[src/rtl/memory_stage_if.sv]
// EX/MEM entry, data-memory port and MEM/WB register of the memory stage.
// The master modport is the stage itself; slave is the surrounding pipeline/memory.
interface memory_stage_if #(
  parameter int DATA_W = 16,
  parameter int REG_W  = 3
);
  logic              ex_valid;
  logic [DATA_W-1:0] ex_alu_result;
  logic [DATA_W-1:0] ex_store_data;
  logic              ex_mem_read;
  logic              ex_mem_write;
  logic              ex_reg_write;
  logic [REG_W-1:0]  ex_write_reg;
  logic              stall;
  logic              dmem_req;
  logic              dmem_we;
  logic [DATA_W-1:0] dmem_addr;
  logic [DATA_W-1:0] dmem_wdata;
  logic              dmem_ack;
  logic [DATA_W-1:0] dmem_rdata;
  logic              wb_valid;
  logic              wb_reg_write;
  logic [DATA_W-1:0] wb_data;
  logic [REG_W-1:0]  wb_write_reg;
  logic              mem_err;

  modport master (
    input  ex_valid, ex_alu_result, ex_store_data, ex_mem_read, ex_mem_write,
           ex_reg_write, ex_write_reg, dmem_ack, dmem_rdata,
    output stall, dmem_req, dmem_we, dmem_addr, dmem_wdata,
           wb_valid, wb_reg_write, wb_data, wb_write_reg, mem_err
  );

  modport slave (
    output ex_valid, ex_alu_result, ex_store_data, ex_mem_read, ex_mem_write,
           ex_reg_write, ex_write_reg, dmem_ack, dmem_rdata,
    input  stall, dmem_req, dmem_we, dmem_addr, dmem_wdata,
           wb_valid, wb_reg_write, wb_data, wb_write_reg, mem_err
  );
endinterface

[src/rtl/memory_stage.sv]
// Pipeline memory stage: ALU results pass straight to MEM/WB, loads/stores
// hold the pipeline in ACCESS until the memory acks or the wait times out.
module memory_stage #(
  parameter int DATA_W  = 16,
  parameter int REG_W   = 3,
  parameter int TIMEOUT = 15
) (
  input logic           clk,
  input logic           rst,
  memory_stage_if.master bus
);
  localparam int CNT_W = (TIMEOUT > 0) ? $clog2(TIMEOUT + 1) : 1;

  typedef enum logic {IDLE, ACCESS} stateT;

  stateT             state, stateNext;
  logic [CNT_W-1:0]  waitCnt, waitCntNext;
  logic [DATA_W-1:0] capAddr, capAddrNext;
  logic [DATA_W-1:0] capWdata, capWdataNext;
  logic              capWe, capWeNext;
  logic              capLoad, capLoadNext;
  logic              capRegWrite, capRegWriteNext;
  logic [REG_W-1:0]  capWriteReg, capWriteRegNext;
  logic              wbValid, wbValidNext;
  logic              wbRegWrite, wbRegWriteNext;
  logic [DATA_W-1:0] wbData, wbDataNext;
  logic [REG_W-1:0]  wbWriteReg, wbWriteRegNext;
  logic              memErr, memErrNext;

  always_ff @(posedge clk or negedge rst) begin
    if (!rst) begin
      state <= IDLE;
    end else begin
      state <= stateNext;
    end
  end

  always_ff @(posedge clk or negedge rst) begin
    if (!rst) begin
      waitCnt     <= '0;
      capAddr     <= '0;
      capWdata    <= '0;
      capWe       <= 1'b0;
      capLoad     <= 1'b0;
      capRegWrite <= 1'b0;
      capWriteReg <= '0;
      wbValid     <= 1'b0;
      wbRegWrite  <= 1'b0;
      wbData      <= '0;
      wbWriteReg  <= '0;
      memErr      <= 1'b0;
    end else begin
      waitCnt     <= waitCntNext;
      capAddr     <= capAddrNext;
      capWdata    <= capWdataNext;
      capWe       <= capWeNext;
      capLoad     <= capLoadNext;
      capRegWrite <= capRegWriteNext;
      capWriteReg <= capWriteRegNext;
      wbValid     <= wbValidNext;
      wbRegWrite  <= wbRegWriteNext;
      wbData      <= wbDataNext;
      wbWriteReg  <= wbWriteRegNext;
      memErr      <= memErrNext;
    end
  end

  always_comb begin
    stateNext       = state;
    waitCntNext     = waitCnt;
    capAddrNext     = capAddr;
    capWdataNext    = capWdata;
    capWeNext       = capWe;
    capLoadNext     = capLoad;
    capRegWriteNext = capRegWrite;
    capWriteRegNext = capWriteReg;
    wbValidNext     = 1'b0;
    wbRegWriteNext  = wbRegWrite;
    wbDataNext      = wbData;
    wbWriteRegNext  = wbWriteReg;
    memErrNext      = memErr;
    case (state)
      IDLE: begin
        if (bus.ex_valid) begin
          if (bus.ex_mem_read || bus.ex_mem_write) begin
            stateNext       = ACCESS;
            waitCntNext     = '0;
            capAddrNext     = bus.ex_alu_result;
            capWdataNext    = bus.ex_store_data;
            // A read+write request is malformed: treat it as a store and flag it
            capWeNext       = bus.ex_mem_write;
            capLoadNext     = bus.ex_mem_read && !bus.ex_mem_write;
            capRegWriteNext = bus.ex_reg_write;
            capWriteRegNext = bus.ex_write_reg;
            if (bus.ex_mem_read && bus.ex_mem_write) begin
              memErrNext = 1'b1;
            end
          end else begin
            wbValidNext    = 1'b1;
            wbDataNext     = bus.ex_alu_result;
            wbRegWriteNext = bus.ex_reg_write;
            wbWriteRegNext = bus.ex_write_reg;
          end
        end
      end
      ACCESS: begin
        if (bus.dmem_ack) begin
          stateNext      = IDLE;
          wbValidNext    = 1'b1;
          wbWriteRegNext = capWriteReg;
          if (capLoad) begin
            wbDataNext     = bus.dmem_rdata;
            wbRegWriteNext = capRegWrite;
          end else begin
            wbDataNext     = capAddr;
            wbRegWriteNext = 1'b0;
          end
        end else if (waitCnt == CNT_W'(TIMEOUT)) begin
          // Abandoned access: retire without a register write
          stateNext      = IDLE;
          wbValidNext    = 1'b1;
          wbDataNext     = capAddr;
          wbRegWriteNext = 1'b0;
          wbWriteRegNext = capWriteReg;
          memErrNext     = 1'b1;
        end else begin
          waitCntNext = waitCnt + 1'b1;
        end
      end
      default: stateNext = IDLE;
    endcase
  end

  assign bus.stall        = (state == ACCESS);
  assign bus.dmem_req     = (state == ACCESS);
  assign bus.dmem_we      = (state == ACCESS) && capWe;
  assign bus.dmem_addr    = capAddr;
  assign bus.dmem_wdata   = capWdata;
  assign bus.wb_valid     = wbValid;
  assign bus.wb_reg_write = wbRegWrite;
  assign bus.wb_data      = wbData;
  assign bus.wb_write_reg = wbWriteReg;
  assign bus.mem_err      = memErr;
endmodule
[src/flat_wrapper.sv]
// flat-port wrapper written by rule: the top's interface ports become plain ports
module memory_stage_flat 
#(
  parameter int DATA_W  = 16,
  parameter int REG_W   = 3,
  parameter int TIMEOUT = 15
)
  (clk, rst, bus_ex_valid, bus_ex_alu_result, bus_ex_store_data, bus_ex_mem_read, bus_ex_mem_write, bus_ex_reg_write, bus_ex_write_reg, bus_dmem_ack, bus_dmem_rdata, bus_stall, bus_dmem_req, bus_dmem_we, bus_dmem_addr, bus_dmem_wdata, bus_wb_valid, bus_wb_reg_write, bus_wb_data, bus_wb_write_reg, bus_mem_err);
  memory_stage_if #(.DATA_W(DATA_W), .REG_W(REG_W)) bus_i ();
  input logic clk;
  input logic rst;
  input wire logic [$bits(bus_i.ex_valid)-1:0] bus_ex_valid;
  input wire logic [$bits(bus_i.ex_alu_result)-1:0] bus_ex_alu_result;
  input wire logic [$bits(bus_i.ex_store_data)-1:0] bus_ex_store_data;
  input wire logic [$bits(bus_i.ex_mem_read)-1:0] bus_ex_mem_read;
  input wire logic [$bits(bus_i.ex_mem_write)-1:0] bus_ex_mem_write;
  input wire logic [$bits(bus_i.ex_reg_write)-1:0] bus_ex_reg_write;
  input wire logic [$bits(bus_i.ex_write_reg)-1:0] bus_ex_write_reg;
  input wire logic [$bits(bus_i.dmem_ack)-1:0] bus_dmem_ack;
  input wire logic [$bits(bus_i.dmem_rdata)-1:0] bus_dmem_rdata;
  output wire logic [$bits(bus_i.stall)-1:0] bus_stall;
  output wire logic [$bits(bus_i.dmem_req)-1:0] bus_dmem_req;
  output wire logic [$bits(bus_i.dmem_we)-1:0] bus_dmem_we;
  output wire logic [$bits(bus_i.dmem_addr)-1:0] bus_dmem_addr;
  output wire logic [$bits(bus_i.dmem_wdata)-1:0] bus_dmem_wdata;
  output wire logic [$bits(bus_i.wb_valid)-1:0] bus_wb_valid;
  output wire logic [$bits(bus_i.wb_reg_write)-1:0] bus_wb_reg_write;
  output wire logic [$bits(bus_i.wb_data)-1:0] bus_wb_data;
  output wire logic [$bits(bus_i.wb_write_reg)-1:0] bus_wb_write_reg;
  output wire logic [$bits(bus_i.mem_err)-1:0] bus_mem_err;
  assign bus_i.ex_valid = bus_ex_valid;
  assign bus_i.ex_alu_result = bus_ex_alu_result;
  assign bus_i.ex_store_data = bus_ex_store_data;
  assign bus_i.ex_mem_read = bus_ex_mem_read;
  assign bus_i.ex_mem_write = bus_ex_mem_write;
  assign bus_i.ex_reg_write = bus_ex_reg_write;
  assign bus_i.ex_write_reg = bus_ex_write_reg;
  assign bus_i.dmem_ack = bus_dmem_ack;
  assign bus_i.dmem_rdata = bus_dmem_rdata;
  assign bus_stall = bus_i.stall;
  assign bus_dmem_req = bus_i.dmem_req;
  assign bus_dmem_we = bus_i.dmem_we;
  assign bus_dmem_addr = bus_i.dmem_addr;
  assign bus_dmem_wdata = bus_i.dmem_wdata;
  assign bus_wb_valid = bus_i.wb_valid;
  assign bus_wb_reg_write = bus_i.wb_reg_write;
  assign bus_wb_data = bus_i.wb_data;
  assign bus_wb_write_reg = bus_i.wb_write_reg;
  assign bus_mem_err = bus_i.mem_err;
  memory_stage #(.DATA_W(DATA_W), .REG_W(REG_W), .TIMEOUT(TIMEOUT)) u_core (.clk(clk), .rst(rst), .bus(bus_i));
endmodule
[config.mk]
export PLATFORM = sky130hd
export DESIGN_NAME = memory_stage_flat
export DESIGN_NICKNAME = d
export VERILOG_FILES = /design/src/rtl/memory_stage_if.sv /design/src/rtl/memory_stage.sv /design/src/flat_wrapper.sv
export SDC_FILE = /design/constraint.sdc
export NUM_CORES = 1
export LEC_CHECK = 0
export CAP_MARGIN = 0
export CORE_MARGIN = 2
export CORE_UTILIZATION = 38
export CTS_CLUSTER_SIZE = 28
export DETAILED_ROUTE_END_ITERATION = 16
export PLACE_DENSITY = 0.69
export SETUP_SLACK_MARGIN = 0.2
export SYNTH_ARGS = -nofsm -noshare
export SYNTH_HDL_FRONTEND = slang
export SYNTH_SLANG_ARGS = --single-unit
[constraint.sdc]
create_clock -name clk -period 2.1 [get_ports clk]
set_input_delay 0.315 -clock clk [delete_from_list [all_inputs] [get_ports clk]]
set_output_delay 0.315 -clock clk [all_outputs]
set_load 0.02 [all_outputs]
==> metrics.md <==
| Metric | Value |
|---|---|
| Fin. Hold Viols | 0 |
| CP max stage delay | 590 ps |
| Distinct cells, synth | 33 |
| Lkg Pwr | between 1.5 and 2 nW |
| Fmax | 0.553 GHz |
| Num CTS Buffers | 9 |
| Met1 wire length | roughly 3300 um |
| RSZ-0062 raised after global routing | no |
| Mapped Area | 3120 um2 |
| Final worst slack | around 290 ps |
| Vias in the first global route | 2546 |
| Final worst path period need | 1810 ps |
| Via count | between 2000 and 2500 |
| Wire per inst | between 15 and 20 um |
| First-pass GRT wire length | between 10000 and 15000 um |
| Via/cell ratio | 5.11 |
| Cells after Synth | between 200 and 250 |
| IO Count | 115 |
| Clock latency at the later pin of the worst-skew pair | about 340 ps |
| Critical path startpoint category | flip-flop |
| Period Utilization, post-route | 86.1% |
| Chip Height | roughly 95 um |
| DIE AREA | approximately 9000 um2 |
| CTS Buffer Depth | 2 |
| Pwr Density | roughly 1100 nW/um2 |
| CP endpoint kind | primary output |
| Reg power frac | a little under two fifths |
| Final setup violating endpoints | 0 |
| Logic pwr share | roughly two fifths |
| Fin nets | 420 |
| Cell Area, Placed | 4390 um2 |
| Routed length on met3 | roughly 680 um |
| Clock root buffer | clkbuf_8 |
| WL met2 | approximately 3700 um |
| Post-route insts no fill | 470 |
| Drt total wl | ~7800 um |
| Classification of the worst setup path | reg2out |
| Starting Density | approximately two fifths |
| Worst Tran Pin Value | about 600 ps |
| Crit-path max FO | 8 |
| Max cap viols | 0 |
| Total of warnings raised by yosys | 0 |
| Post-synthesis sequential area ratio | between 50% and 60% |
| Largest net degree at the start of global routing | 66 |
| Rows | 33 |
| Run status | finished, final reports clean |
| # port buffers | approximately 110 |
| Simple-gate share of the synthesized area | ~8.3% |
| Switch share | between 30% and 40% |
| Final instance area | approximately 4600 um2 |
| Data required, critical path | between 1500 and 2000 ps |
| Syn nets | between 300 and 400 |
| Dpl cells | around 450 |
| Share of the synthesized area in the top cell type | a little over half |
| VDD IR max | just over 0.0006 V |
| Initial DRC Count | 94 |
| Switching power total | about 1.6 mW |
| Slowest stage cell, crit path | clkdlybuf4s50_1 |
| Clock network power share | approximately 22% |
| Syn Area/Cell | approximately 13 um2 |
| Setup TNS | 0 ps |
| Synth Area in Adders | less than 1% |
| Min-Delay Path Class | reg2reg |
| Hold Slack | roughly 470 ps |
| Setup Fix Bufs, Post-CTS | 0 |
| Placer Congestion | approximately 0.75 |
| Max-slew headroom | roughly 60% |
| Yosys reg bits | 65 |
| Gr ovfl total | 0 |
| Post-Synth XOR/XNOR Area | 0% |
| P&R area growth vs syn | 47.8% |
| Max-slew violations | 0 |
| Residual DRC | 0 |
| P_int | 3.29 mW |
| Drt pass-1 iters | 4 |
| CTS tree | done |
| # clock sinks | 65 |
| Reg clk slew, reported paths | around 60 ps |
| Synth top area cells | dfrtp_1 52%, mux2_2 20%, mux2i_1 5.8% |
| Core area | between 8000 and 9000 um2 |
| Antenna Violating Nets Remaining | 0 |
| Highest routed layer | met4 |
| Antenna fix cells | 0 |
| Initial antenna violation count | 0 |
| Post-DP HPWL | around 5300 um |
| Worst-path cell chain | and2_1, clkdlybuf4s50_1 |
| H-Tree Depth | 3 |
| Place WS | approximately 5 ps |
| Post-synth top area cell | dfrtp_1 |
| Post-Route Utilization | around 57% |
| Compound-Gate Fraction of Synth Area | ~10% |
| WP data arrival | about 1500 ps |
| Die width | approximately 95 um |
| Pwr Total | just under 5 mW |
| Share of cells above drive strength 1 | between 20% and 30% |
| Skew final | between 10 and 15 ps |
| Multiplexer share of the synthesized area | about a quarter |
| Main combinational cell family by area after synthesis | multiplexers |
| GRT Total Usage | ~18% |
final timing paths:
path	start	to	slack [ps]	depth (start not counted)
worst max-delay path	u_core.bus.dmem_req$_DFF_PN0_	bus_dmem_we	290	2
worst min-delay path	u_core.bus.mem_err$_DFFE_PN0P_	u_core.bus.mem_err$_DFFE_PN0P_	470	1
worst max register to register	u_core.waitCnt[0]$_DFFE_PN0P_	u_core.bus.wb_data[1]$_DFFE_PN0P_	350	4
worst min register to register	u_core.bus.mem_err$_DFFE_PN0P_	u_core.bus.mem_err$_DFFE_PN0P_	470	1
max in group asynchronous	rst	u_core.bus.dmem_req$_DFF_PN0_	1260	3
min in group asynchronous	rst	u_core.bus.dmem_wdata[7]$_DFFE_PN0P_	500	3
cells in the mapped netlist:
| library cell | n |
|---|---|
| o22a_1 | 1 |
| inv_1 | 1 |
| mux2i_1 | 18 |
| mux2_2 | 54 |
| or4b_1 | 1 |
| clkbuf_1 | 4 |
| nor2_1 | 34 |
| o211ai_1 | 1 |
| nand2_2 | 1 |
| a21oi_1 | 2 |
| nor2_4 | 1 |
| buf_6 | 3 |
| o221a_2 | 12 |
| or2_1 | 1 |
| or2_0 | 3 |
| and3_1 | 1 |
| o21ai_0 | 2 |
| o22ai_1 | 1 |
| nor2b_1 | 2 |
| a22o_1 | 1 |
| o21ai_2 | 1 |
| dfrtp_1 | 65 |
| ha_1 | 1 |
| a21o_1 | 1 |
| nor3b_1 | 1 |
| o221a_1 | 8 |
| nand3_1 | 2 |
| buf_2 | 4 |
| buf_4 | 6 |
| a32o_1 | 2 |
| nand2b_1 | 4 |
| nand2_1 | 3 |
| and2_1 | 1 |
cell usage in the layout, fill, tap and decap left out, types with 3 or more instances in the layout:
| cell type | count |
|---|---|
| dfrtp_1 | 64 |
| mux2i_1 | 18 |
| o221a_2 | 12 |
| nand2_1 | 3 |
| or2_0 | 3 |
| clkdlybuf4s50_1 | 113 |
| buf_12 | 4 |
| nand2b_1 | 4 |
| nor2_1 | 34 |
| clkbuf_8 | 11 |
| o221a_1 | 8 |
| buf_4 | 5 |
| mux2_2 | 54 |
metal layers:
layer  global-route usage (%)  vias to the layer above
met3                     7.26                        8
met5                        0                        -
met1                     23.1                     1191
met4                     7.13                        0
met2                     28.4                       81
li1                         -                     1120
power by group through the flow:
stage / combinational [mW] / clock [mW] / sequential (mW)
CTS: 1.98 / 1.10 / 1.88
finish: 1.95 / 1.07 / 1.88
floorplan: 0.706 / 0 / 2.20
global route: 2.09 / 1.16 / 1.93
detailed placement: 1.97 / 0 / 1.89
global placement: 1.94 / 0 / 1.87
repair_timing:
item                                    in CTS  in global routing
hold buffers                                 1                  0
gates resized for setup                      2                  0
endpoints found under the setup margin      20                  0
hold endpoints to repair                    19                  0
area by class of cell:
class / count / area [um2]
Tap cell: 105 / 131
Clock buffer: 12 / 155
Clock inverter: 3 / 40.0
Sequential cell: 65 / 1630
Multi-Input combinational cell: 160 / 1390
Timing Repair Buffer: 124 / 1260
Inverter: 1 / 3.75
Fill cell: 698 / 3490
cells by family after synthesis:
family	after synthesis
fa+ha+maj	1
flops	65
compound gates	32
buf+inv	18
mux	72
simple gates	55
critical path, delay by kind of cell, from the launching register on:
family                 cells  cell delay, ps
DFF                        1             430
and+or+nand+nor            1             140
buffers and inverters      1             590
Note: power is estimated with default switching activity, not from simulation.
